$ cat src/rtl/fib_pkg.sv
// Shared types and reset values for the Fibonacci recurrence engine.
package fib_pkg;

  // Engine states. The encoding is also visible on the debug state port.
  typedef enum logic [1:0] {
    ST_IDLE = 2'd0,
    ST_RUN  = 2'd1,
    ST_DONE = 2'd2
  } fib_state_e;

  // Values the registered outputs take while rst_n is low.
  localparam fib_state_e RST_STATE     = ST_IDLE;
  localparam logic       RST_CMD_READY = 1'b1;
  localparam logic       RST_RES_VALID = 1'b0;
  localparam logic       RST_BUSY      = 1'b0;
  localparam logic       RST_OVERFLOW  = 1'b0;
  localparam logic       RST_ERROR     = 1'b0;

endpackage : fib_pkg

$ cat src/rtl/fib_addmod.sv
// Combinational add with optional single-step modular reduction.
// In modular mode both operands are below the modulus, so their sum is
// below 2*modulus and one conditional subtraction brings it back in range.
module fib_addmod #(
  parameter int WIDTH = 32
) (
  input  logic [WIDTH-1:0] a,
  input  logic [WIDTH-1:0] b,
  input  logic [WIDTH-1:0] modulus,
  input  logic             mod_en,
  output logic [WIDTH-1:0] sum,
  output logic             carry
);

  logic [WIDTH:0]   sum_full;
  logic [WIDTH-1:0] sum_red;

  // Full-width sum, its reduced form, and the mode select.
  always_comb begin
    sum_full = {1'b0, a} + {1'b0, b};
    // The reduced value is below the modulus, so WIDTH-bit wrap is exact.
    sum_red  = sum_full[WIDTH-1:0] - modulus;
    if (mod_en) begin
      sum   = (sum_full >= {1'b0, modulus}) ? sum_red : sum_full[WIDTH-1:0];
      carry = 1'b0;
    end else begin
      sum   = sum_full[WIDTH-1:0];
      carry = sum_full[WIDTH];
    end
  end

endmodule : fib_addmod

$ cat src/rtl/fib_engine.sv
// Iterative Fibonacci recurrence engine: fib(n,a,b) = n==0 ? a : fib(n-1,b,a+b).
// One iteration per cycle, optional modular arithmetic, per-register overflow
// tracking, seed/modulus checking and abort.
//
// Handshakes: a transfer happens on a rising edge where valid & ready are both
// high. cmd_ready is high only in IDLE; res_valid is high only in DONE and,
// once raised, stays high with stable result/overflow/error until res_ready.
module fib_engine
  import fib_pkg::*;
#(
  parameter int WIDTH   = 32,
  parameter int N_WIDTH = 6
) (
  input  logic               clk,
  input  logic               rst_n,
  input  logic               cmd_valid,
  output logic               cmd_ready,
  input  logic [N_WIDTH-1:0] init_n,
  input  logic [WIDTH-1:0]   init_a,
  input  logic [WIDTH-1:0]   init_b,
  input  logic               mod_en,
  input  logic [WIDTH-1:0]   modulus,
  input  logic               abort,
  output logic               res_valid,
  input  logic               res_ready,
  output logic [WIDTH-1:0]   result,
  output logic               overflow,
  output logic               error,
  output logic               busy,
  output fib_state_e         dbg_state
);

  localparam logic [N_WIDTH-1:0] CNT_ONE = N_WIDTH'(1);

  fib_state_e         state_q, state_d;
  logic [WIDTH-1:0]   a_q, a_d;
  logic [WIDTH-1:0]   b_q, b_d;
  logic [WIDTH-1:0]   mod_val_q, mod_val_d;
  logic               mod_en_q, mod_en_d;
  logic [N_WIDTH-1:0] cnt_q, cnt_d;
  logic               ovf_a_q, ovf_a_d;
  logic               ovf_b_q, ovf_b_d;
  logic               err_q, err_d;
  logic               cmd_ready_q, cmd_ready_d;
  logic               res_valid_q, res_valid_d;
  logic               busy_q, busy_d;
  logic [WIDTH-1:0]   result_q, result_d;
  logic               overflow_q, overflow_d;
  logic               error_q, error_d;

  logic [WIDTH-1:0]   step_sum;
  logic               step_carry;
  logic               bad_cmd;

  fib_addmod #(.WIDTH(WIDTH)) u_addmod (
    .a       (a_q),
    .b       (b_q),
    .modulus (mod_val_q),
    .mod_en  (mod_en_q),
    .sum     (step_sum),
    .carry   (step_carry)
  );

  // Next-state, datapath and registered-output computation.
  always_comb begin
    state_d     = state_q;
    a_d         = a_q;
    b_d         = b_q;
    mod_val_d   = mod_val_q;
    mod_en_d    = mod_en_q;
    cnt_d       = cnt_q;
    ovf_a_d     = ovf_a_q;
    ovf_b_d     = ovf_b_q;
    err_d       = err_q;
    result_d    = result_q;
    overflow_d  = overflow_q;
    error_d     = error_q;
    bad_cmd     = mod_en && ((modulus == '0) || (init_a >= modulus) ||
                             (init_b >= modulus));

    case (state_q)
      ST_IDLE: begin
        if (cmd_valid) begin
          a_d       = init_a;
          b_d       = init_b;
          cnt_d     = init_n;
          mod_en_d  = mod_en;
          mod_val_d = modulus;
          ovf_a_d   = 1'b0;
          ovf_b_d   = 1'b0;
          err_d     = 1'b0;
          if (bad_cmd) begin
            // Rejected command: present a zero result flagged as error.
            err_d      = 1'b1;
            a_d        = '0;
            result_d   = '0;
            overflow_d = 1'b0;
            error_d    = 1'b1;
            state_d    = ST_DONE;
          end else begin
            state_d = ST_RUN;
          end
        end
      end
      ST_RUN: begin
        if (abort) begin
          // Abort beats completion when both happen in the same cycle.
          state_d = ST_IDLE;
        end else if (cnt_q == '0) begin
          result_d   = a_q;
          overflow_d = ovf_a_q;
          error_d    = err_q;
          state_d    = ST_DONE;
        end else begin
          a_d     = b_q;
          b_d     = step_sum;
          ovf_a_d = ovf_b_q;
          ovf_b_d = ovf_a_q | ovf_b_q | step_carry;
          cnt_d   = cnt_q - CNT_ONE;
        end
      end
      ST_DONE: begin
        if (res_ready) state_d = ST_IDLE;
      end
      default: state_d = ST_IDLE;
    endcase

    cmd_ready_d = (state_d == ST_IDLE);
    res_valid_d = (state_d == ST_DONE);
    busy_d      = (state_d != ST_IDLE);
  end

  // State, datapath and output registers with asynchronous reset.
  always_ff @(posedge clk or negedge rst_n) begin
    if (!rst_n) begin
      state_q     <= RST_STATE;
      a_q         <= '0;
      b_q         <= '0;
      mod_val_q   <= '0;
      mod_en_q    <= 1'b0;
      cnt_q       <= '0;
      ovf_a_q     <= 1'b0;
      ovf_b_q     <= 1'b0;
      err_q       <= 1'b0;
      cmd_ready_q <= RST_CMD_READY;
      res_valid_q <= RST_RES_VALID;
      busy_q      <= RST_BUSY;
      result_q    <= '0;
      overflow_q  <= RST_OVERFLOW;
      error_q     <= RST_ERROR;
    end else begin
      state_q     <= state_d;
      a_q         <= a_d;
      b_q         <= b_d;
      mod_val_q   <= mod_val_d;
      mod_en_q    <= mod_en_d;
      cnt_q       <= cnt_d;
      ovf_a_q     <= ovf_a_d;
      ovf_b_q     <= ovf_b_d;
      err_q       <= err_d;
      cmd_ready_q <= cmd_ready_d;
      res_valid_q <= res_valid_d;
      busy_q      <= busy_d;
      result_q    <= result_d;
      overflow_q  <= overflow_d;
      error_q     <= error_d;
    end
  end

  assign cmd_ready = cmd_ready_q;
  assign res_valid = res_valid_q;
  assign busy      = busy_q;
  assign result    = result_q;
  assign overflow  = overflow_q;
  assign error     = error_q;
  assign dbg_state = state_q;

endmodule : fib_engine

$ cat config.mk
export PLATFORM = sky130hd
export DESIGN_NAME = fib_engine
export DESIGN_NICKNAME = d
export VERILOG_FILES = /design/src/rtl/fib_pkg.sv /design/src/rtl/fib_addmod.sv /design/src/rtl/fib_engine.sv
export SDC_FILE = /design/constraint.sdc
export NUM_CORES = 1
export LEC_CHECK = 0
export ABC_AREA = 1
export CAP_MARGIN = 20
export CORE_UTILIZATION = 39
export CTS_BUF_LIST = sky130_fd_sc_hd__clkbuf_16
export DETAILED_ROUTE_END_ITERATION = 12
export GPL_ROUTABILITY_DRIVEN = 0
export SKIP_LAST_GASP = 1
export SLEW_MARGIN = 20
export SYNTH_ARGS = -nofsm -noshare
export SYNTH_HDL_FRONTEND = slang
export SYNTH_SLANG_ARGS = --single-unit
$ cat constraint.sdc
create_clock -name clk -period 5.5 [get_ports clk]
set_clock_uncertainty 0.15 [all_clocks]
set_input_delay 1.1 -clock clk [delete_from_list [all_inputs] [get_ports clk]]
set_output_delay 1.1 -clock clk [all_outputs]
set_load 0.05 [all_outputs]
==> report_table.html <==
<table>
<tr><th>Metric</th><th>Value</th></tr>
<tr><th colspan="2">Outcome</th></tr>
<tr><td>Status</td><td>completed</td></tr>
<tr><th colspan="2">Detailed routing</th></tr>
<tr><td>Post-detailed-route count of antenna-violating nets</td><td>0</td></tr>
<tr><td>Number of DRC violations after detailed routing</td><td>0</td></tr>
<tr><td>Wirelength per Cell</td><td>17.5 um</td></tr>
<tr><td>Router iterations before antenna repair</td><td>5</td></tr>
<tr><td>Total Routed Length</td><td>46.9 mm</td></tr>
<tr><td>Iter 0 DRT Violations</td><td>1182</td></tr>
<tr><td>Total via count in the routed design</td><td>13902</td></tr>
<tr><td>Detail-routed via count per cell</td><td>5.20</td></tr>
<tr><th colspan="2">Layout</th></tr>
<tr><td>Area Overhead vs Synth</td><td>18.5%</td></tr>
<tr><td>Layout cells sized above 1</td><td>3.19%</td></tr>
<tr><td>Final #Nets</td><td>2454</td></tr>
<tr><td>Number of filler instances in the final layout</td><td>3517</td></tr>
<tr><td>Diode count</td><td>0</td></tr>
<tr><th colspan="2">Global route</th></tr>
<tr><td>Global-route wire length before repair</td><td>73.4 mm</td></tr>
<tr><td>All-layer global routing usage</td><td>27.2%</td></tr>
<tr><td>Vias in the first global route</td><td>13208</td></tr>
<tr><td>Total global routing overflow</td><td>0</td></tr>
<tr><td>Number of antenna violations at the first check in global routing</td><td>0</td></tr>
<tr><td>Largest net degree at the start of global routing</td><td>86</td></tr>
<tr><th colspan="2">Setup path</th></tr>
<tr><td>Nature of the critical path startpoint</td><td>flip-flop</td></tr>
<tr><td>Crit Path Max Fanout</td><td>32</td></tr>
<tr><td>Startpoint of the most critical register-to-register path</td><td>a_q[0]</td></tr>
<tr><td>Classification of the worst setup path</td><td>flip-flop to flip-flop</td></tr>
<tr><td>CP Data Arrival Time</td><td>4.79 ns</td></tr>
<tr><td>Type of element capturing the critical path</td><td>flip-flop</td></tr>
<tr><td>Required time at the worst-slack endpoint</td><td>5.73 ns</td></tr>
<tr><td>Cells on worst reg2reg path</td><td>25</td></tr>
<tr><td>Worst reg2reg setup slack</td><td>0.94 ns</td></tr>
<tr><td>Critical R2R Capture</td><td>b_q[1]</td></tr>
<tr><th colspan="2">Logic synthesis</th></tr>
<tr><td>Number of synthesized register bits</td><td>145</td></tr>
<tr><td>Part of the Yosys area used for sequential elements</td><td>27.3%</td></tr>
<tr><td>Number of warnings issued by yosys</td><td>0</td></tr>
<tr><td>Synthesized Nets</td><td>2337</td></tr>
<tr><td>Post-synthesis instance area</td><td>13300 um2</td></tr>
<tr><td>Mapped Avg Cell Area</td><td>6.34 um2</td></tr>
<tr><td>Primary flip-flop cell chosen by synthesis mapping</td><td>dfrtp_1</td></tr>
<tr><td>Count of unique library cells instantiated by Yosys</td><td>43</td></tr>
<tr><td>Share of async-settable or async-resettable flops after synthesis</td><td>100%</td></tr>
<tr><td>Cell count after synthesis</td><td>2097</td></tr>
<tr><td>Count of flip-flops with a built-in enable after synthesis</td><td>0</td></tr>
<tr><th colspan="2">Min path</th></tr>
<tr><td>Class of the tightest hold or removal check</td><td>flip-flop to flip-flop</td></tr>
<tr><td>Hold path depth</td><td>2</td></tr>
<tr><td>Worst hold path endpoint</td><td>overflow</td></tr>
<tr><td>Launch point of the worst hold path</td><td>overflow</td></tr>
<tr><th colspan="2">CTS</th></tr>
<tr><td>Hold-fix buffers at CTS</td><td>0</td></tr>
<tr><td>Total setup buffers inserted after CTS</td><td>0</td></tr>
<tr><td>Register clock-pin slew on the reported worst setup and hold paths</td><td>0.06 ns</td></tr>
<tr><td>TritonCTS clock tree</td><td>yes</td></tr>
<tr><td>Number of levels the H-tree was split into</td><td>4</td></tr>
<tr><td>Root buf cell</td><td>clkbuf_16</td></tr>
<tr><td>Number of cells upsized or downsized after cts</td><td>0</td></tr>
<tr><td>Worst skew pair latency</td><td>0.46 ns</td></tr>
<tr><td>TritonCTS Sinks</td><td>145</td></tr>
<tr><td>Number of buffers added by the clock tree synthesis step</td><td>17</td></tr>
<tr><td>Max Buffers Root-to-Sink</td><td>2</td></tr>
<tr><th colspan="2">Timing</th></tr>
<tr><td>Setup violations, final</td><td>0</td></tr>
<tr><td>Setup total negative slack</td><td>0 ns</td></tr>
<tr><td>Fin crit share</td><td>83.0%</td></tr>
<tr><td>Final critical delay including setup and external delays</td><td>4.56 ns</td></tr>
<tr><td>Highest clock rate</td><td>219 MHz</td></tr>
<tr><td>RSZ-0062 raised after global routing</td><td>false</td></tr>
<tr><td>Rel. slew slack</td><td>34.2%</td></tr>
<tr><td>Transition at the pin with the smallest max-transition slack</td><td>0.987 ns</td></tr>
<tr><td>Max-slew violation count</td><td>0</td></tr>
<tr><td>Number of hold violations in the final report</td><td>0</td></tr>
<tr><th colspan="2">Die</th></tr>
<tr><td>Die W</td><td>187 um</td></tr>
<tr><td>Area of the die</td><td>34900 um2</td></tr>
<tr><td>Vertical die dimension</td><td>187 um</td></tr>
<tr><td>Starting density of the core</td><td>39.7%</td></tr>
<tr><td>Placeable core area</td><td>33500 um2</td></tr>
<tr><td>Boundary Pins</td><td>147</td></tr>
<tr><td>Number of rows in the core area</td><td>67</td></tr>
<tr><th colspan="2">Placed design</th></tr>
<tr><td>IO buf count</td><td>146</td></tr>
<tr><td>Final HPWL DP</td><td>37.0 mm</td></tr>
<tr><th colspan="2">Run</th></tr>
<tr><td>Max-cap check violation count</td><td>0</td></tr>
</table>
[layout make-up]
type	instances	area (um2)	area share, %
inverters	357	1340	8.50
clock inverters	15	186	1.18
clock buffers	17	425	2.70
flip-flops and latches	145	3630	23.0
well taps	448	561	3.56
repair buffers	157	1560	9.88
multi-input cells	1536	8070	51.2
[sequential cells by signal, indices dropped and copies added (netlist names)]
name / count
a_q: 32
b_q: 32
busy: 1
cmd_ready: 1
cnt_q: 6
dbg_state: 2
err_q: 1
error: 1
mod_en_q: 1
mod_val_q: 32
overflow: 1
ovf_a_q: 1
ovf_b_q: 1
res_valid: 1
result: 32
[cells in the mapped netlist (4+ instances only)]
cell type / instances / area, um2
a21o_1: 7 / 52.6
a21oi_1: 183 / 916
buf_2: 19 / 95.1
buf_4: 4 / 30.0
clkbuf_1: 31 / 116
dfrtp_1: 144 / 3600
ha_1: 130 / 1630
inv_1: 352 / 1320
inv_2: 4 / 15.0
nand2_1: 625 / 2350
nand2_2: 8 / 50.1
nand2_4: 4 / 45.0
nand3_1: 154 / 771
nand3b_1: 11 / 82.6
nand4_1: 17 / 106
nor2_1: 200 / 751
nor3_1: 25 / 125
nor4_1: 4 / 25.0
o21ai_0: 62 / 310
o21ai_1: 4 / 20.0
o21bai_1: 26 / 195
o22ai_1: 18 / 113
xnor2_1: 14 / 123
xor2_1: 19 / 166
[per-layer routing]
layer,GRT usage [%],up-vias,share of wire (%)
li1,-,6878,-
met5,0,-,0
met1,35.4,6373,44
met4,13.6,0,5.1
met2,44.6,540,46
met3,3.25,111,5.2
[critical path: stages (launching register included)]
cell	delay [ns]
dfrtp_1	0.40
ha_1	0.26
fa_1	0.43
nand3_1	0.11
nand2_1	0.13
nand2_1	0.11
nand2_2	0.10
nand2_1	0.08
nand2_1	0.11
xor2_1	0.39
inv_1	0.09
ha_1	0.37
nand2_1	0.10
nor2_1	0.20
nand2_1	0.13
nor2_2	0.12
nand2_1	0.07
nand2_1	0.06
nand2_1	0.05
nand2_1	0.07
nor2_2	0.05
nand2_4	0.17
nand2_4	0.28
nand2_1	0.17
nand3_1	0.10
a21oi_1	0.16
[worst max-delay path by stage]
stage / from / depth (start not counted) / slack [ns] / endpoint
floorplan: a_q[0] / 25 / 2.03 / b_q[10]
global placement: modulus[21] / 15 / 0.97 / busy
detailed placement: modulus[21] / 15 / 0.94 / busy
CTS: a_q[0] / 25 / 1.05 / b_q[1]
global route: a_q[2] / 24 / 0.66 / b_q[31]
finish: a_q[0] / 25 / 0.94 / b_q[1]
[cells by family (layout without fill, tap and decap cells)]
group,count (synthesis),in the layout,synth area share [%]
fa+ha+maj,132,132,12.5
simple gates,1061,1061,33.1
buf+inv,416,546,12.2
xor+xnor,33,33,2.17
compound gates,310,310,12.7
flops,145,145,27.3
[stage by stage]
step / setup WS, ns / instance area (um2) / hold WS (ns) / instances / util (%)
floorplan: 2.03 / 13300 / 0.303 / 2097 / -
global placement: 0.965 / 15200 / 0.307 / 2643 / 45.2
detailed placement: 0.939 / 15200 / 0.312 / 2643 / 45.2
CTS: 1.05 / 15800 / 0.327 / 2675 / 47.0
global route: 0.658 / 15800 / 0.354 / 2675 / 47.0
finish: 0.936 / 15800 / 0.320 / 2675 / 47.0
[placed cells by master (no fill, tap or decap), drive strengths merged, types with 12 or more instances in the layout]
cell type and n:
a21oi 183, inv 360, dfrtp 144, ha 130, nand3 154, xnor2 14
o21bai 27, xor2 19, nor3 26, nor2 206, clkdlybuf4s50 145, nand2 637
o22ai 18, o21ai 66, buf 12, nand4 17, clkbuf 17
Power is not shown: default switching activity piles up to over one toggle a cycle in this logic, so the estimate is an artifact.
